<file path="src/rtl/usr_pkg.sv">
`default_nettype none
// ============================================================================
// Module      : usr_pkg
// Description : Shared opcodes, shift-register mode encodings and sequencer
//               state encoding for the universal shift register sequencer.
// Revision    : 1.0 - initial release
// ============================================================================
package usr_pkg;

    localparam logic [1:0] OP_HOLD = 2'b00;
    localparam logic [1:0] OP_SHR  = 2'b01;
    localparam logic [1:0] OP_SHL  = 2'b10;
    localparam logic [1:0] OP_LOAD = 2'b11;

    // Mode select values on s share the opcode encoding.
    localparam logic [1:0] MODE_HOLD = 2'b00;
    localparam logic [1:0] MODE_SHR  = 2'b01;
    localparam logic [1:0] MODE_SHL  = 2'b10;
    localparam logic [1:0] MODE_LOAD = 2'b11;

    typedef enum logic [1:0] {
        ST_IDLE = 2'd0,
        ST_RUN  = 2'd1,
        ST_FIN  = 2'd2
    } state_t;

    function automatic logic [1:0] op_to_mode(input logic [1:0] op);
        return op;
    endfunction

endpackage
`default_nettype wire

</file>
<file path="src/rtl/usr_cmd_slot.sv">
`default_nettype none
// ============================================================================
// Module      : usr_cmd_slot
// Description : One-entry pending command buffer with push/pop ports.
// Revision    : 1.0 - initial release
// ============================================================================
module usr_cmd_slot
    import usr_pkg::*;
#(
    parameter int WIDTH = 4,
    parameter int CNT_W = 3
) (
    input  logic             clk,
    input  logic             reset,
    input  logic             push,
    input  logic             pop,
    input  logic [1:0]       push_op,
    input  logic [CNT_W-1:0] push_cnt,
    input  logic [WIDTH-1:0] push_data,
    output logic             valid,
    output logic [1:0]       op,
    output logic [CNT_W-1:0] cnt,
    output logic [WIDTH-1:0] data
);

    logic             valid_q, valid_d;
    logic [1:0]       op_q,    op_d;
    logic [CNT_W-1:0] cnt_q,   cnt_d;
    logic [WIDTH-1:0] data_q,  data_d;

    // Push only happens while empty and pop only while full, so a push
    // taking priority never discards a live entry.
    always_comb begin
        valid_d = valid_q;
        op_d    = op_q;
        cnt_d   = cnt_q;
        data_d  = data_q;
        if (pop) begin
            valid_d = 1'b0;
        end
        if (push) begin
            valid_d = 1'b1;
            op_d    = push_op;
            cnt_d   = push_cnt;
            data_d  = push_data;
        end
    end

    always_ff @(posedge clk) begin
        if (reset) begin
            valid_q <= 1'b0;
            op_q    <= OP_HOLD;
            cnt_q   <= '0;
            data_q  <= '0;
        end else begin
            valid_q <= valid_d;
            op_q    <= op_d;
            cnt_q   <= cnt_d;
            data_q  <= data_d;
        end
    end

    assign valid = valid_q;
    assign op    = op_q;
    assign cnt   = cnt_q;
    assign data  = data_q;

endmodule
`default_nettype wire

</file>
<file path="src/rtl/usr_shift_sequencer.sv">
`default_nettype none
// ============================================================================
// Module      : usr_shift_sequencer
// Description : Expands load/shift/hold commands into per-cycle controls for a
//               universal shift register and tracks a shadow of its contents.
// Revision    : 1.0 - initial release
// ============================================================================
module usr_shift_sequencer
    import usr_pkg::*;
#(
    parameter int WIDTH = 4,
    parameter int CNT_W = 3
) (
    input  logic             clk,
    input  logic             reset,
    input  logic             cmd_valid,
    output logic             cmd_ready,
    input  logic [1:0]       cmd_op,
    input  logic [CNT_W-1:0] cmd_cnt,
    input  logic [WIDTH-1:0] cmd_data,
    output logic [1:0]       s,
    output logic             lsi,
    output logic             rsi,
    output logic [WIDTH-1:0] din,
    output logic             busy,
    output logic             done,
    output logic [WIDTH-1:0] shadow_q
);

    state_t           state_q, state_d;
    logic [CNT_W-1:0] cnt_q,   cnt_d;
    logic [1:0]       s_q,     s_d;
    logic             lsi_q,   lsi_d;
    logic             rsi_q,   rsi_d;
    logic [WIDTH-1:0] din_q,   din_d;
    logic             done_q,  done_d;
    logic             owed_q,  owed_d;
    logic [WIDTH-1:0] shadow_d;

    logic             slot_valid;
    logic [1:0]       slot_op;
    logic [CNT_W-1:0] slot_cnt;
    logic [WIDTH-1:0] slot_data;

    logic             accept;
    logic             last_drive;
    logic             can_start;
    logic             take_pend;
    logic             take_new;
    logic             push;
    logic [1:0]       nxt_op;
    logic [CNT_W-1:0] nxt_cnt;
    logic [WIDTH-1:0] nxt_data;
    logic             nxt_zero;

    assign cmd_ready  = !slot_valid;
    assign accept     = cmd_valid && cmd_ready;
    assign last_drive = (state_q == ST_RUN) && (cnt_q == '0);
    // A second done owed in FIN blocks starts for one cycle so pulses never merge.
    assign can_start  = (state_q == ST_IDLE)
                     || ((state_q == ST_FIN) && !owed_q)
                     || last_drive;
    assign take_pend  = can_start && slot_valid;
    assign take_new   = can_start && accept;
    assign push       = accept && !can_start;

    assign nxt_op   = take_pend ? slot_op   : cmd_op;
    assign nxt_cnt  = take_pend ? slot_cnt  : cmd_cnt;
    assign nxt_data = take_pend ? slot_data : cmd_data;
    assign nxt_zero = (nxt_op != OP_LOAD) && (nxt_cnt == '0);

    usr_cmd_slot #(
        .WIDTH (WIDTH),
        .CNT_W (CNT_W)
    ) u_slot (
        .clk       (clk),
        .reset     (reset),
        .push      (push),
        .pop       (take_pend),
        .push_op   (cmd_op),
        .push_cnt  (cmd_cnt),
        .push_data (cmd_data),
        .valid     (slot_valid),
        .op        (slot_op),
        .cnt       (slot_cnt),
        .data      (slot_data)
    );

    always_comb begin
        state_d = state_q;
        cnt_d   = cnt_q;
        s_d     = MODE_HOLD;
        lsi_d   = 1'b0;
        rsi_d   = 1'b0;
        din_d   = din_q;
        done_d  = 1'b0;
        owed_d  = owed_q;

        case (state_q)
            ST_RUN: begin
                if (last_drive) begin
                    done_d  = 1'b1;
                    state_d = ST_FIN;
                end else begin
                    s_d   = s_q;
                    lsi_d = lsi_q;
                    rsi_d = rsi_q;
                    cnt_d = cnt_q - CNT_W'(1);
                end
            end
            ST_FIN: begin
                if (owed_q) begin
                    done_d = 1'b1;
                    owed_d = 1'b0;
                end else begin
                    state_d = ST_IDLE;
                end
            end
            default: begin
                state_d = ST_IDLE;
            end
        endcase

        if (take_pend || take_new) begin
            if (nxt_zero) begin
                state_d = ST_FIN;
                if (last_drive) begin
                    owed_d = 1'b1;
                end else begin
                    done_d = 1'b1;
                end
            end else begin
                state_d = ST_RUN;
                s_d     = op_to_mode(nxt_op);
                lsi_d   = (nxt_op == OP_SHL);
                rsi_d   = (nxt_op == OP_SHR);
                if (nxt_op == OP_LOAD) begin
                    cnt_d = '0;
                    din_d = nxt_data;
                end else begin
                    cnt_d = nxt_cnt - CNT_W'(1);
                end
            end
        end
    end

    // Shadow follows the mode currently on s, shifting in zeros.
    always_comb begin
        shadow_d = shadow_q;
        case (s_q)
            MODE_SHR:  shadow_d = {1'b0, shadow_q[WIDTH-1:1]};
            MODE_SHL:  shadow_d = {shadow_q[WIDTH-2:0], 1'b0};
            MODE_LOAD: shadow_d = din_q;
            default:   shadow_d = shadow_q;
        endcase
    end

    always_ff @(posedge clk) begin
        if (reset) begin
            state_q  <= ST_IDLE;
            cnt_q    <= '0;
            s_q      <= MODE_HOLD;
            lsi_q    <= 1'b0;
            rsi_q    <= 1'b0;
            din_q    <= '0;
            done_q   <= 1'b0;
            owed_q   <= 1'b0;
            shadow_q <= '0;
        end else begin
            state_q  <= state_d;
            cnt_q    <= cnt_d;
            s_q      <= s_d;
            lsi_q    <= lsi_d;
            rsi_q    <= rsi_d;
            din_q    <= din_d;
            done_q   <= done_d;
            owed_q   <= owed_d;
            shadow_q <= shadow_d;
        end
    end

    assign s    = s_q;
    assign lsi  = lsi_q;
    assign rsi  = rsi_q;
    assign din  = din_q;
    assign done = done_q;
    assign busy = (state_q != ST_IDLE) || slot_valid;

endmodule
`default_nettype wire

</file>
<file path="config.mk">
export PLATFORM = sky130hd
export DESIGN_NAME = usr_shift_sequencer
export DESIGN_NICKNAME = d
export VERILOG_FILES = /design/src/rtl/usr_pkg.sv /design/src/rtl/usr_cmd_slot.sv /design/src/rtl/usr_shift_sequencer.sv
export SDC_FILE = /design/constraint.sdc
export NUM_CORES = 1
export LEC_CHECK = 0
export ABC_AREA = 0
export CAP_MARGIN = 10
export CORE_AREA = 10 10 71 73
export CTS_CLUSTER_SIZE = 16
export DETAILED_ROUTE_END_ITERATION = 7
export DIE_AREA = 0 0 81 83
export MAX_ROUTING_LAYER = met4
export PLACE_DENSITY = 0.68
export SYNTH_ARGS = -nofsm -noshare
export SYNTH_HDL_FRONTEND = slang
export SYNTH_HIERARCHICAL = 1
export SYNTH_SLANG_ARGS = --single-unit
</file>
<file path="constraint.sdc">
create_clock -name clk -period 3.7 [get_ports clk]
set_clock_uncertainty 0.1 [all_clocks]
set_input_delay 0.74 -clock clk [delete_from_list [all_inputs] [get_ports clk]]
set_output_delay 0.74 -clock clk [all_outputs]
set_load 0.1 [all_outputs]
</file>
==> summary.md, run 1 <==
| Metric | Value |
|---|---|
| Status | completed |
| Arrival time of the worst setup path | 3.19 ns |
| Main synth FF type | dfxtp_1 |
| DR iter-0 viols | 40 |
| Peak Freq | 0.321 GHz |
| Synthesized Nets | 185 |
| Max_cap viols | 0 |
| Initial antenna violation count | 0 |
| Worst slew margin | 34.7% |
| Avg Cell Area, Syn | 9.64 um^2 |
| Met2 WL post-DR | 1750 um |
| Placeable Area | 0.00363 mm^2 |
| Fin. max-slew vios | 0 |
| Routed wire per std cell | 15.1 um |
| TritonCTS clock tree | built |
| Commonest non-fill, non-tap cells in the layout | dfxtp_1 (29), clkdlybuf4s50_1 (22), nor2_1 (19), mux2i_1 (13), inv_1 (12) |
| Clock transition at the registers of the reported paths | 0.06 ns |
| Antenna Nets Post-Route | 0 |
| Yosys cell types | 48 |
| Routed vias | 1352 |
| WL met3 | 259 um |
| Min Hold Slack | 0.390 ns |
| Worst Tran Pin Value | 0.977 ns |
| Drt first pass iters | 4 |
| Ys async rst share | 0% |
| Commonest non-fill, non-tap cell in the layout | dfxtp_1 |
| Detailed-route wire length | 3660 um |
| CP Capture Type | flop |
| Resized Gates After CTS | 0 |
| Post-placement setup slack | 0.618 ns |
| Initial Utilization | 44.3% |
| I/O pins | 27 |
| Worst-Skew Late Latency | 0.28 ns |
| Number of antenna diodes | 0 |
| Worst Path Max Fanout | 7 |
| Setup CP Type | reg -> reg |
| Vias per inst | 5.59 |
| # H-tree levels | 2 |
| Fin nets | 211 |
| Critical path startpoint category | flop |
| Register area share after synthesis | 36.1% |
| Min-Delay Path Class | reg -> reg |
| VDD IR-drop max | 0.221 mV |
| Area growth syn-to-layout | 25.5% |
| IO buf count | 26 |
| Final Hold Violating Endpoints | 0 |
| Root Buffer Master | clkbuf_8 |
| Die footprint | 0.00672 mm^2 |
| DRC | 0 |
| CTS Hold Buffers Added | 0 |
| Die H | 83 um |
| Mapped Cells | 167 |
| Power Dens Cells | 570 mW/mm^2 |
| Share of layout cells above drive strength 1 | 13.9% |
| Yosys Warn Count | 6 |
| Gr ovfl total | 0 |
| GRT Util Overall | 11.8% |
| Hold_sp | u_slot/data[3] |
| RR Startpoint | cnt_q[0] |
| Max Used Layer | met4 |
| CTS max path bufs | 2 |
| Leakage power | 0.779 nW |
| Wl on met1 | 1610 um |
| Mapped Area | 0.00161 mm^2 |
| Setup TNS | 0 ns |
| Largest net degree at the start of global routing | 28 |
| CTS Buf Count | 5 |
| DIE WIDTH | 81 um |
| CP startpoint | cnt_q[0] |
| Core Rows | 22 |
| Post-CTS setup buffers | 0 |
| Setup violations, final | 0 |
| Worst EP required | 3.77 ns |
| Post-synth EDFFs | 0 |
| Worst setup margin | 0.582 ns |
| Hpwl dp | 2810 um |
| Yosys reg bits | 29 |
| First-pass GRT wire length | 6360 um |
| Vias in the first global route | 1355 |
| Routability cong. | 0.861 |
| RSZ-0062 raised after global routing | no |
| CTS Sinks | 29 |
| Fin util | 55.6% |
| Final period utilization | 84.3% |
| Post-route minimum period | 3.12 ns |
==> cells in the mapped netlist (2+ instances only) <==
cell / number / area share, %
o41ai_1: 3 / 1.6
or3_1: 2 / 0.78
nor2_1: 19 / 4.4
o32ai_1: 2 / 1.1
xnor2_1: 2 / 1.1
o31ai_1: 2 / 0.93
clkbuf_1: 4 / 0.93
ha_1: 6 / 4.7
a21oi_1: 5 / 1.6
a21boi_0: 3 / 1.4
o2111ai_1: 3 / 1.6
buf_2: 2 / 0.62
inv_1: 12 / 2.8
mux2i_1: 13 / 8.1
nand2b_1: 4 / 1.6
and3b_1: 2 / 1.1
dfxtp_1: 29 / 36
a221oi_1: 3 / 1.6
nand2_1: 7 / 1.6
buf_6: 2 / 1.4
nand3_1: 3 / 0.93
a31oi_1: 5 / 1.9
mux4_2: 2 / 2.8
mux2_2: 3 / 2.1
and3_1: 2 / 0.78
and2_1: 5 / 1.9
==> final timing paths <==
| kind | to | slack, ns | cells past startpoint |
|---|---|---|---|
| max | rsi | 0.58 | 11 |
| min | u_slot/data[3] | 0.39 | 2 |
| max reg2reg | rsi | 0.58 | 11 |
| min reg2reg | u_slot/data[3] | 0.39 | 2 |
==> flip-flops by register name (all words and copies together) (netlist names) <==
signal and flops:
cnt_q 3, owed_q 1, shadow_q 4, u_slot/valid 1, din 4, u_slot/data 4, done 1, state_q 2
lsi 1, u_slot/op 2, u_slot/cnt 3, s 2, rsi 1
==> worst max-delay path, stage by stage, from the launching register on <==
cell      delay [ns]
dfxtp_1         0.35
inv_1           0.07
ha_1            0.23
and3b_1         0.32
o31ai_4         0.42
inv_1           0.11
o31ai_1         0.22
ha_1            0.27
a21boi_0        0.20
o22a_1          0.34
nor2_4          0.09
mux2_4          0.31
==> per-layer routing <==
metal	track usage [%]	vias up
met5	-	-
met4	4.07	0
met3	3.88	5
met2	18.7	51
met1	13.6	639
li1	-	657
==> through the flow <==
step                instance area, um^2  cells  power (mW)
finish                             2020    242        1.15
global route                       2020    242        1.21
CTS                                2020    242        1.16
detailed placement                 1890    234       0.776
global placement                   1890    234       0.767
floorplan                          1610    167       0.695
==> logic make-up (layout without fill, tap and decap cells) <==
logic type / count (synthesis) / in the layout / synth area share (%)
AOI/OAI and AO/OA: 38 / 38 / 20.5
xor gates and xnor gates: 3 / 3 / 1.63
adders and majority gates: 6 / 6 / 4.66
buffers and inverters: 22 / 49 / 6.29
DFF: 29 / 29 / 36.1
muxes: 20 / 20 / 14.6
and+or+nand+nor: 49 / 49 / 16.2
==> area by class of cell <==
class / instances / area, um^2
Timing Repair Buffer: 29 / 273
Inverter: 12 / 45.0
Clock buffer: 5 / 68.8
Multi-Input combinational cell: 116 / 928
Sequential cell: 29 / 581
Clock inverter: 3 / 65.1
Fill cell: 342 / 1610
Tap cell: 48 / 60.1
==> where the power goes <==
group,switching (mW),internal [mW]
Clock,0.116,0.267
Sequential,0.0255,0.344
Combinational,0.267,0.133
Note: power is estimated with default switching activity, not from simulation.
==> run 2: changes to the inputs <==
Settings changed: PLACE_DENSITY 0.68 to 0.71.
Clock period 3.7 ns to 2.7 ns, I/O delays scaled along.
==> run 2 against run 1 <==
  * Sequential share of layout area shrank 1.7 points
  * Utilization grew 3.8 points
  * Routed wire length grew 16%
  * Critical path type unchanged
  * Register-to-register slack lost 0.57 ns
  * Global-route usage grew 0.77 points
  * Combinational power grew 65%
  * Count of clock-buffer cells in the layout grew 1
  * Critical path depth is the same
  * Largest power group unchanged
  * Largest cell class unchanged
==> summary.md, run 2 (synthesis results as in run 1) <==
| Metric | Value |
|---|---|
| Worst EP required | 2.77 ns (-1.00 ns) |
| Wl on met1 | 1810 um (+13%) |
| Reg-to-Reg End | rsi |
| DIE WIDTH | 81 um (unchanged) |
| Vias in the first global route | 1396 (+3.0%) |
| Root Buffer Master | clkbuf_8 |
| Peak Freq | 0.372 GHz (+16%) |
| Gr ovfl total | 0 (unchanged) |
| Hold depth | 2 (unchanged) |
| DRC | 0 (unchanged) |
| Min-Delay Path Class | reg -> reg |
| CTS max path bufs | 2 (unchanged) |
| Drt first pass iters | 5 (+1) |
| CTS Sinks | 29 (unchanged) |
| Initial antenna violation count | 0 (unchanged) |
| IO buf count | 26 (unchanged) |
| WHS Endpoint | owed_q |
| Routed vias | 1398 (+3.4%) |
| Worst Tran Pin Value | 0.488 ns (-0.489 ns) |
| TritonCTS clock tree | built |
| Post-placement setup slack | -0.0280 ns (-0.646 ns) |
| Fin util | 59.4% (+3.8 points) |
| Core Rows | 22 (unchanged) |
| Final period utilization | 99.6% (+15 points) |
| Share of layout cells above drive strength 1 | 33.3% (+19 points) |
| Vias per inst | 5.48 (-1.9%) |
| CP Capture Type | flop |
| Worst slew margin | 67.4% (+33 points) |
| Final Power | 1.64 mW (+42%) |
| Initial Utilization | 44.3% (unchanged) |
| Clock transition at the registers of the reported paths | 0.06 ns (about the same) |
| Fill cell count | 311 (-9.1%) |
| Commonest non-fill, non-tap cell in the layout | buf_4 |
| Power Dens Cells | 761 mW/mm^2 (+33%) |
| # H-tree levels | 2 (unchanged) |
| Leakage power | 0.864 nW (+11%) |
| Status | completed |
| First-pass GRT wire length | 6770 um (+6.4%) |
| Worst setup margin | 0.00961 ns (-0.573 ns) |
| Die H | 83 um (unchanged) |
| Worst Path Max Fanout | 5 (-2) |
| Hold_sp | owed_q |
| Post-route minimum period | 2.69 ns (-0.427 ns) |
| Arrival time of the worst setup path | 2.76 ns (-0.43 ns) |
| Setup violations, final | 0 (unchanged) |
| Largest net degree at the start of global routing | 17 (-39%) |
| CTS Buf Count | 5 (unchanged) |
| WL met3 | 192 um (-26%) |
| Placeable Area | 0.00363 mm^2 (unchanged) |
| Die footprint | 0.00672 mm^2 (unchanged) |
| Hpwl dp | 3000 um (+6.7%) |
| Antenna Nets Post-Route | 0 (unchanged) |
| Setup CP Type | reg -> reg |
| RR Startpoint | cnt_q[0] |
| GRT Util Overall | 12.6% (+0.77 points) |
| Fin nets | 224 (+6.2%) |
| Fin. max-slew vios | 0 (unchanged) |
| Final Hold Violating Endpoints | 0 (unchanged) |
| DR iter-0 viols | 149 (+270%) |
| Met2 WL post-DR | 2160 um (+23%) |
| Max Used Layer | met4 |
| R2R depth | 11 (unchanged) |
| Critical path startpoint category | flop |
| VDD IR-drop max | 0.457 mV (+110%) |
| I/O pins | 27 (unchanged) |
| Number of antenna diodes | 0 (unchanged) |
| Area growth syn-to-layout | 34.0% |
| R2r setup slk | 0.01 ns (-0.57 ns) |
| Worst-Skew Late Latency | 0.28 ns (about the same) |
| Max_cap viols | 0 (unchanged) |
| Routed wire per std cell | 16.7 um (+10%) |
| Detailed-route wire length | 4250 um (+16%) |
| Commonest non-fill, non-tap cells in the layout | buf_4 (29), dfxtp_1 (26), nor2_1 (19), mux2i_1 (12) |
| Routability cong. | 0.935 (+8.6%) |
==> run 2: cell count changes in the layout (fill, tap and decap cells not counted), sizes merged <==
cell | previous run | this run
clkinv | 1 | 0
clkinvlp | 0 | 1
clkbuf | 5 | 6
clkdlybuf4s50 | 22 | 11
bufinv | 2 | 1
buf | 7 | 31
==> run 2: what timing repair did <==
action | 4_1_cts | 5_1_grt
resized for setup | 4 | 17
endpoints found under the setup margin | 4 | 8
hold endpoints to repair | 0 | 0
pin swaps | 4 | 6
hold buffers | 0 | 0
buffers inserted | 4 | 2
==> run 2: layout make-up <==
type,count,area [um^2],share of cell area (%)
Clock buffer,6,82.6,3.83
Tap cell,48,60.1,2.78
Sequential cell,29,584,27.1
Inverter,12,45.0,2.09
Clock inverter,2,37.5,1.74
Multi-Input combinational cell,116,990,45.9
Timing Repair Buffer,42,359,16.6
==> run 2: power by group <==
group	total, mW	switching [mW]	leakage, nW	internal, mW
sequential	0.511	0.0382	0.237	0.473
combinational	0.661	0.410	0.570	0.251
clock	0.469	0.170	0.0574	0.300
==> run 2: per-layer routing <==
layer / vias up / track usage (%)
li1: 686 / -
met1: 655 / 15.1
met2: 48 / 19.5
met3: 9 / 2.59
met4: 0 / 5.79
met5: - / -
==> run 2: critical path: stages (launching register included) <==
cell,delay (ns)
dfxtp_2,0.32
inv_1,0.06
ha_2,0.20
and3b_2,0.23
o31ai_4,0.27
buf_6,0.16
mux2i_2,0.22
ha_2,0.24
a21boi_2,0.18
o22a_2,0.23
nor2_4,0.07
mux2_4,0.31
==> run 2: how the worst max path moves through the flow <==
stage | from | end | slack (ns) | cells past startpoint
6_report | cnt_q[0] | rsi | 0.01 | 11
5_1_grt | state_q[1] | rsi | -0.07 | 11
4_1_cts | state_q[0] | rsi | 0.01 | 11
3_5_place_dp | cnt_q[0] | rsi | -0.03 | 11
3_3_place_gp | cnt_q[0] | rsi | 0.09 | 11
2_1_floorplan | cnt_q[0] | rsi | 0.01 | 12
==> run 2: metrics by stage <==
step	cells	hold slack (ns)	setup TNS [ns]	area [um^2]
finish	255	0.389	0	2160
global route	255	0.413	-0.284	2160
CTS	253	0.390	0	2080
detailed placement	241	0.378	-0.0508	1930
global placement	241	0.370	0	1930
floorplan	167	0.349	0	1610
